`src/rtl/uart_host_link.sv`:
```
// Host-side UART link for the tracker: sends the init frame and
// receives the result frame, each 8 bytes of 8N1.
module uart_host_link #(
  parameter int CLK_FREQ     = 50_000_000,
  parameter int BAUD         = 115200,
  parameter int TIMEOUT_BITS = 20
) (
  input  logic        iclk,
  input  logic        s_rst_n,
  input  logic        cmd_start,
  input  logic [15:0] cmd_x,
  input  logic [15:0] cmd_y,
  input  logic [15:0] cmd_w,
  input  logic [15:0] cmd_h,
  output logic        cmd_busy,
  output logic        cmd_done,
  output logic        uart_tx_o,
  input  logic        uart_rx_i,
  output logic        res_valid,
  output logic [15:0] res_x,
  output logic [15:0] res_y,
  output logic [15:0] res_w,
  output logic [15:0] res_h,
  output logic        res_err
);

  localparam int CPB  = CLK_FREQ / BAUD;
  localparam int HALF = CPB / 2;
  localparam int TMO  = TIMEOUT_BITS * CPB;
  localparam int CW   = $clog2(CPB + 1);
  localparam int TW   = $clog2(TMO + 1);

  localparam logic [CW-1:0] CPB_M1  = CW'(CPB - 1);
  localparam logic [CW-1:0] HALF_M1 = CW'(HALF - 1);
  localparam logic [TW-1:0] TMO_M1  = TW'(TMO - 1);

  typedef enum logic [2:0] {
    T_IDLE, T_START, T_DATA, T_STOP, T_DONE
  } tx_st_t;

  typedef enum logic [2:0] {
    R_IDLE, R_START, R_DATA, R_STOP, R_WAIT
  } rx_st_t;

  tx_st_t        tx_st;
  logic [CW-1:0] tx_cnt;
  logic [2:0]    tx_bit;
  logic [2:0]    tx_byte;
  logic [7:0]    tx_sh;
  logic [63:0]   tx_frame;

  always_ff @(posedge iclk or negedge s_rst_n) begin
    if (!s_rst_n) begin
      tx_st     <= T_IDLE;
      tx_cnt    <= '0;
      tx_bit    <= '0;
      tx_byte   <= '0;
      tx_sh     <= '0;
      tx_frame  <= '0;
      uart_tx_o <= 1'b1;
      cmd_busy  <= 1'b0;
      cmd_done  <= 1'b0;
    end else begin
      unique case (tx_st)
        // DONE behaves like IDLE so a start on the done cycle is taken
        T_IDLE, T_DONE: begin
          cmd_done <= 1'b0;
          tx_st    <= T_IDLE;
          if (cmd_start) begin
            tx_frame  <= {cmd_x, cmd_y, cmd_w, cmd_h};
            tx_sh     <= cmd_x[15:8];
            tx_cnt    <= '0;
            tx_byte   <= '0;
            uart_tx_o <= 1'b0;
            cmd_busy  <= 1'b1;
            tx_st     <= T_START;
          end
        end
        T_START: begin
          if (tx_cnt == CPB_M1) begin
            tx_cnt    <= '0;
            tx_bit    <= '0;
            uart_tx_o <= tx_sh[0];
            tx_st     <= T_DATA;
          end else begin
            tx_cnt <= tx_cnt + CW'(1);
          end
        end
        T_DATA: begin
          if (tx_cnt == CPB_M1) begin
            tx_cnt <= '0;
            if (tx_bit == 3'd7) begin
              uart_tx_o <= 1'b1;
              tx_st     <= T_STOP;
            end else begin
              tx_bit    <= tx_bit + 3'd1;
              uart_tx_o <= tx_sh[1];
              tx_sh     <= {1'b0, tx_sh[7:1]};
            end
          end else begin
            tx_cnt <= tx_cnt + CW'(1);
          end
        end
        T_STOP: begin
          if (tx_cnt == CPB_M1) begin
            tx_cnt <= '0;
            if (tx_byte == 3'd7) begin
              cmd_busy <= 1'b0;
              cmd_done <= 1'b1;
              tx_st    <= T_DONE;
            end else begin
              tx_byte   <= tx_byte + 3'd1;
              tx_sh     <= tx_frame[55:48];
              tx_frame  <= {tx_frame[55:0], 8'h00};
              uart_tx_o <= 1'b0;
              tx_st     <= T_START;
            end
          end else begin
            tx_cnt <= tx_cnt + CW'(1);
          end
        end
        default: tx_st <= T_IDLE;
      endcase
    end
  end

  rx_st_t        rx_st;
  logic          rx_s1;
  logic          rx_s2;
  logic          rx_q;
  logic [CW-1:0] rx_cnt;
  logic [2:0]    rx_bit;
  logic [2:0]    rx_idx;
  logic [7:0]    rx_sh;
  logic [55:0]   rx_asm;
  logic [TW-1:0] tmo_cnt;

  always_ff @(posedge iclk or negedge s_rst_n) begin
    if (!s_rst_n) begin
      rx_st     <= R_IDLE;
      rx_s1     <= 1'b1;
      rx_s2     <= 1'b1;
      rx_q      <= 1'b1;
      rx_cnt    <= '0;
      rx_bit    <= '0;
      rx_idx    <= '0;
      rx_sh     <= '0;
      rx_asm    <= '0;
      tmo_cnt   <= '0;
      res_valid <= 1'b0;
      res_err   <= 1'b0;
      res_x     <= '0;
      res_y     <= '0;
      res_w     <= '0;
      res_h     <= '0;
    end else begin
      rx_s1     <= uart_rx_i;
      rx_s2     <= rx_s1;
      rx_q      <= rx_s2;
      res_valid <= 1'b0;
      res_err   <= 1'b0;
      unique case (rx_st)
        R_IDLE: begin
          if (rx_q && !rx_s2) begin
            rx_cnt <= '0;
            rx_st  <= R_START;
          end else if (rx_idx != 3'd0) begin
            if (tmo_cnt == TMO_M1) begin
              res_err <= 1'b1;
              rx_idx  <= '0;
              tmo_cnt <= '0;
            end else begin
              tmo_cnt <= tmo_cnt + TW'(1);
            end
          end
        end
        // a start bit that is high again at mid-bit was only a glitch
        R_START: begin
          if (rx_cnt == HALF_M1) begin
            rx_cnt <= '0;
            rx_bit <= '0;
            rx_st  <= rx_s2 ? R_IDLE : R_DATA;
          end else begin
            rx_cnt <= rx_cnt + CW'(1);
          end
        end
        R_DATA: begin
          if (rx_cnt == CPB_M1) begin
            rx_cnt <= '0;
            rx_sh  <= {rx_s2, rx_sh[7:1]};
            if (rx_bit == 3'd7) rx_st <= R_STOP;
            else rx_bit <= rx_bit + 3'd1;
          end else begin
            rx_cnt <= rx_cnt + CW'(1);
          end
        end
        R_STOP: begin
          if (rx_cnt == CPB_M1) begin
            rx_cnt  <= '0;
            tmo_cnt <= '0;
            rx_idx  <= '0;
            if (rx_s2) begin
              rx_st  <= R_IDLE;
              rx_asm <= {rx_asm[47:0], rx_sh};
              if (rx_idx == 3'd7) begin
                {res_x, res_y, res_w, res_h} <= {rx_asm, rx_sh};
                res_valid <= 1'b1;
              end else begin
                rx_idx <= rx_idx + 3'd1;
              end
            end else begin
              res_err <= 1'b1;
              rx_st   <= R_WAIT;
            end
          end else begin
            rx_cnt <= rx_cnt + CW'(1);
          end
        end
        R_WAIT: begin
          if (rx_s2) rx_st <= R_IDLE;
        end
        default: rx_st <= R_IDLE;
      endcase
    end
  end

endmodule
```
`config.mk`:
```
export PLATFORM = sky130hd
export DESIGN_NAME = uart_host_link
export DESIGN_NICKNAME = d
export VERILOG_FILES = /design/src/rtl/uart_host_link.sv
export SDC_FILE = /design/constraint.sdc
export NUM_CORES = 1
export LEC_CHECK = 0
export ABC_AREA = 1
export BUFFER_PORTS_ARGS = -buffer_cell sky130_fd_sc_hd__buf_2
export CAP_MARGIN = 15
export CELL_PAD_IN_SITES_DETAIL_PLACEMENT = 0
export CELL_PAD_IN_SITES_GLOBAL_PLACEMENT = 1
export CORE_ASPECT_RATIO = 2
export CORE_MARGIN = 2
export CORE_UTILIZATION = 45
export CTS_CLUSTER_SIZE = 16
export DETAILED_ROUTE_END_ITERATION = 16
export GPL_ROUTABILITY_DRIVEN = 0
export PLACE_DENSITY = 0.93
export SLEW_MARGIN = 30
export SYNTH_ARGS = -nofsm -noshare
export SYNTH_HDL_FRONTEND = slang
export SYNTH_SLANG_ARGS = --single-unit
export TNS_END_PERCENT = 30
```
`constraint.sdc`:
```
create_clock -name iclk -period 3 [get_ports iclk]
set_input_delay 0.45 -clock iclk [delete_from_list [all_inputs] [get_ports iclk]]
set_output_delay 0.45 -clock iclk [all_outputs]
set_load 0.02 [all_outputs]
```
Word level (Yosys, flattened, before mapping)
Cells that the tools add are included.
- equal/unequal tests: 34
- add/sub/neg operators: 7
- muxes and demuxes: 81
- reduce and logical (&&, ||, !) cells: 32
- operator list (kind ; count):
    2-to-1 mux 56 bit ; 3
    one-hot mux 56 bit (2 select lines) ; 1
    2-to-1 mux 3 bit ; 27
    2-to-1 mux 14 bit ; 4
    2-to-1 mux 9 bit ; 5
    2-to-1 mux 8 bit ; 5
    inequality test 2 bit (second input constant) ; 18
    one-hot mux 14 bit (2 select lines) ; 1
    AND reduction 4 bit ; 7
    one-hot mux 9 bit (3 select lines) ; 1
    one-hot mux 3 bit (2 select lines) ; 4
    one-hot mux 8 bit (3 select lines) ; 1
    2-to-1 mux 1 bit ; 21
    adder 9 x 1 -> 9 bit (second input constant) ; 2
    == test 3 bit (second input constant) ; 6
    == test 9 bit (second input constant) ; 2
    one-hot mux 9 bit (2 select lines) ; 1
    AND reduction 6 bit ; 3
    one-hot mux 3 bit (5 select lines) ; 1
    adder 14 x 1 -> 14 bit (second input constant) ; 1
    == test 14 bit (second input constant) ; 1
    adder 3 x 1 -> 3 bit (second input constant) ; 4
    == test 3 x 2 -> 1 bit (second input constant) ; 4
    one-hot mux 3 bit (4 select lines) ; 1
    16 further kinds ; 30
- output and inout bits: 69
- input bits: 68
- register bits after elaboration: 250

Logic depth before layout (Yosys ltp)
- depth after elaboration: 5
- mapped depth: 12

Worst setup path before layout
OpenSTA, ideal clock, no wires.
- path kind: flip-flop to flip-flop
- start point: register tx_cnt[1]
- end point: register tx_frame[10]
- data required time: 2870 ps
- cell stages (with the launch flop): 11
- path buffers: 1
- data arrival time: 1565 ps
- path slack: 1305 ps
- library setup time: 130 ps
- cells stage by stage: dfrtp_1 > inv_1 > ha_1 > nand2_1 > nor2_2 > nand3_2 > a21oi_4 > nand2_2 > inv_2 > clkbuf_1 > o21ai_1
- cells in the longest elaborated chain, start to end: 3
- RTL lines (what ; line ; source):
    start, declared ; 46 ; logic [CW-1:0] tx_cnt;
    start signal, assigned ; 86 ; tx_cnt <= tx_cnt + CW'(1);
    start signal, assigned ; 101 ; tx_cnt <= tx_cnt + CW'(1);
    start signal, assigned ; 119 ; tx_cnt <= tx_cnt + CW'(1);
    == test 9 bit ; 105 ; if (tx_cnt == CPB_M1) begin
    inequality test 2 bit (no line) ; -- ;
    AND reduction 4 bit (no line) ; -- ;
    end signal, assigned ; 70 ; tx_frame <= {cmd_x, cmd_y, cmd_w, cmd_h};
    end signal, assigned ; 114 ; tx_frame <= {tx_frame[55:0], 8'h00};
    end, declared ; 50 ; logic [63:0] tx_frame;
No other way between the ends.
A chain may end at the register's enable or synchronous reset.

Worst setup path in the final report
- start point: register tx_cnt[1]
- end point: register tx_frame[39]
The elaborated chain is that of the path after synthesis.

==> flow_metrics.py <==
metrics = {
    "route": {
        "drtIter0Drc": 641,
        "wire_per_inst_um": 13.0,
        "vias": 8813,
        "drc_errors": 0,
        "final_antenna_net_count": 0,
        "wirelength_mm": 23.5,
        "firstDrtPassIters": 5,
        "viasPerCell": 4.87,
    },
    "timing": {
        "fmax_mhz": 404,
        "slew_headroom_pct": 37.7,
        "fin_hold_ws_ns": -0.0288,
        "finalMaxSlewViolations": 0,
        "rsz0062_at_grt": "false",
        "fin_crit_sh_pct": 82.5,
        "hold_viol": 12,
        "fin_ws_ns": 0.525,
        "worstMarginPinSlew_ns": 0.934,
        "skew_ns": 0.0208,
        "period_needed_ns": 2.47,
        "finalSetupViolations": 0,
        "fin_setup_tns_ns": 0,
    },
    "die": {
        "fp.dieArea_um2": 26400,
        "die_w_um": 116,
        "rows": 82,
        "start_util_pct": 45.4,
        "core_area_um2": 24800,
        "die_h_um": 228,
        "ios": 137,
    },
    "setup_path": {
        "critPathCapture": "tx_frame[39]$_DFFE_PN0P_",
        "ff2ff_path_depth": 10,
        "path_max_fanout": 95,
        "crit_path_end_kind": "flip-flop",
        "cp-start-kind": "flip-flop",
        "ff2ff_setup_slack_ns": 0.53,
        "r2r_start": "tx_cnt[1]$_DFFE_PN0P_",
        "startpoint": "tx_cnt[1]$_DFFE_PN0P_",
        "crit_required_ns": 3.35,
        "rr_endpoint": "tx_frame[39]$_DFFE_PN0P_",
        "cp_data_arrival_time_ns": 2.82,
        "critical_path_class": "flip-flop to flip-flop",
    },
    "placement": {
        "dp_hpwl_mm": 16.1,
        "dp_slack_ns": 0.534,
        "io_buffers": 136,
    },
    "global_routing": {
        "grtUsageTotal_pct": 17.9,
        "grt_pass1_vias": 8513,
        "busiest_layer": "met2",
        "antenna_found_initial": 2,
        "grtUsageMet3_pct": 2.18,
        "use_met1_pct": 25.0,
        "globalRouteMet2Util_pct": 29.1,
        "grt_max_degree": 112,
        "grt_pass1_wl_mm": 39.4,
        "grt-ovfl-total": 0,
    },
    "clock_network": {
        "cts_tree": "yes",
        "clk_pin_slew_ns": 0.06,
        "cts_max_level": 1,
        "cts_root_buffer": "clkbuf_16",
        "clk_latency_ns": 0.53,
        "ctsResizeCount": 0,
        "clock_path_buffers": 3,
        "clock-sinks": 250,
        "cts-buffers-inserted": 23,
        "post-cts-setup-buffers": 0,
    },
    "outcome": {
        "status": "finished with violations",
        "violations": "hold timing",
    },
    "yosys": {
        "syn_inst": 1336,
        "synthArstFlopShare_pct": 100,
        "ys_seq_elements": 250,
        "yosys.area.top_type_share_pct": 54.6,
        "synth_edf_count": 0,
        "ys_seq_area_share_pct": 55.5,
        "ys.flop_type": "dfrtp_1",
        "yosys.cell_types.count": 37,
        "synth_nets": 1419,
        "ys_warn_count": 0,
        "netlist_area_um2": 11300,
        "post_synth.cell_area_avg_um2": 8.45,
        "synth.area.top_cells": "dfrtp_1 55%, nand2_1 14%, o21ai_0 6.9%",
        "synth_top_area_cell": "dfrtp_1",
    },
    "flow_run": {
        "maxCapViolCount": 0,
    },
    "layout": {
        "nets": 1537,
        "drive_gt1_share_pct": 15.6,
        "syn_to_final_growth_pct": 14.8,
        "fin_util_pct": 52.2,
        "mostFrequentLayoutCells": "407 x nand2_1, 246 x dfrtp_1, 164 x inv_1",
        "mostFrequentLayoutCell": "nand2_1",
    },
    "min_path": {
        "hold_class": "input port to async pin",
    },
    "pwr": {
        "vdd_drop_max_mv": 0.470,
        "power.density_nw_per_um2": 563,
        "p_leak_nw": 6.47,
        "p_total_mw": 7.30,
    },
}
==> area by class of cell <==
class	instances	area [um^2]
inverter	172	646
fill	2384	11900
tap	336	420
sequential	250	6260
antenna	2	5.00
clock buffer	32	659
timing repair buffer	148	821
clock inverter	10	90.1
multi-input combinational	859	4050
==> worst max-delay path: stages (launching register included) <==
cell and delay [ns]:
dfrtp_1 0.40, inv_1 0.08, ha_1 0.14, nand2_1 0.06, nor2_2 0.11, nand3_2 0.13, a21oi_4 0.22, nand2_2 0.20
inv_2 0.08, buf_4 0.70, o21ai_0 0.18
==> metrics by stage <==
step	cell area [um^2]	hold WS (ns)	std cells
2_1_floorplan	11300	0.154	1336
3_3_place_gp	12200	0.352	1764
3_5_place_dp	12200	0.355	1764
4_1_cts	12900	0.00554	1807
5_1_grt	13000	0.0432	1809
6_report	13000	-0.0288	1809
==> synth_stat cells (6+ instances only) <==
cell type,instances
o21ai_1,99
buf_2,22
inv_1,164
dfrtp_1,246
xor2_1,9
o21ai_2,10
buf_6,14
nand2_1,409
clkbuf_1,17
ha_1,15
nand2_2,6
o21ai_0,155
nor2_1,57
nor3_1,10
a21oi_1,9
nand3_1,35
nand4_1,12
inv_2,8
==> state kept, by name, indices dropped and copies added (netlist names), 9 cells and up <==
name      count
res_x        16
tmo_cnt      14
res_w        16
rx_asm       56
tx_cnt        9
tx_frame     56
res_h        16
res_y        16
rx_cnt        9
==> per-layer routing <==
layer / routed length (um) / vias up / part of all wire, %
li1: - / 4467 / -
met5: 0 / - / 0
met4: 519 / 0 / 2.2
met2: 11200 / 167 / 48
met1: 10900 / 4146 / 46
met3: 883 / 33 / 3.8
==> report_power, final <==
part / internal, mW / switching (mW) / total (mW)
logic: 0.252 / 0.586 / 0.838
clock network: 1.64 / 1.28 / 2.92
registers: 3.46 / 0.0813 / 3.54
total: 5.35 / 1.95 / 7.30
==> worst min-delay path by stage <==
stage,startpoint,endpoint,slack [ns]
2_1_floorplan,s_rst_n,cmd_busy$_DFFE_PN0P_,0.15
3_3_place_gp,rx_s1$_DFF_PN1_,rx_s2$_DFF_PN1_,0.35
3_5_place_dp,rx_s1$_DFF_PN1_,rx_s2$_DFF_PN1_,0.35
4_1_cts,s_rst_n,res_y[0]$_DFFE_PN0P_,0.006
5_1_grt,s_rst_n,rx_asm[28]$_DFFE_PN0P_,0.04
6_report,s_rst_n,res_y[0]$_DFFE_PN0P_,-0.03
==> cell families after synthesis <==
kind of cell	after synthesis	synth area share (%)
buffers and inverters	227	8.77
adders and majority gates	15	1.66
and+or+nand+nor	548	20.0
xor gates and xnor gates	11	0.854
DFF	250	55.5
AOI/OAI and AO/OA	285	13.3
==> timing repair <==
| item | CTS | global route |
|---|---|---|
| endpoints found under the hold margin | 1 | 0 |
| hold buffers | 1 | 0 |
| setup endpoints to repair | 0 | 0 |
(Power assumes the default switching activity.)
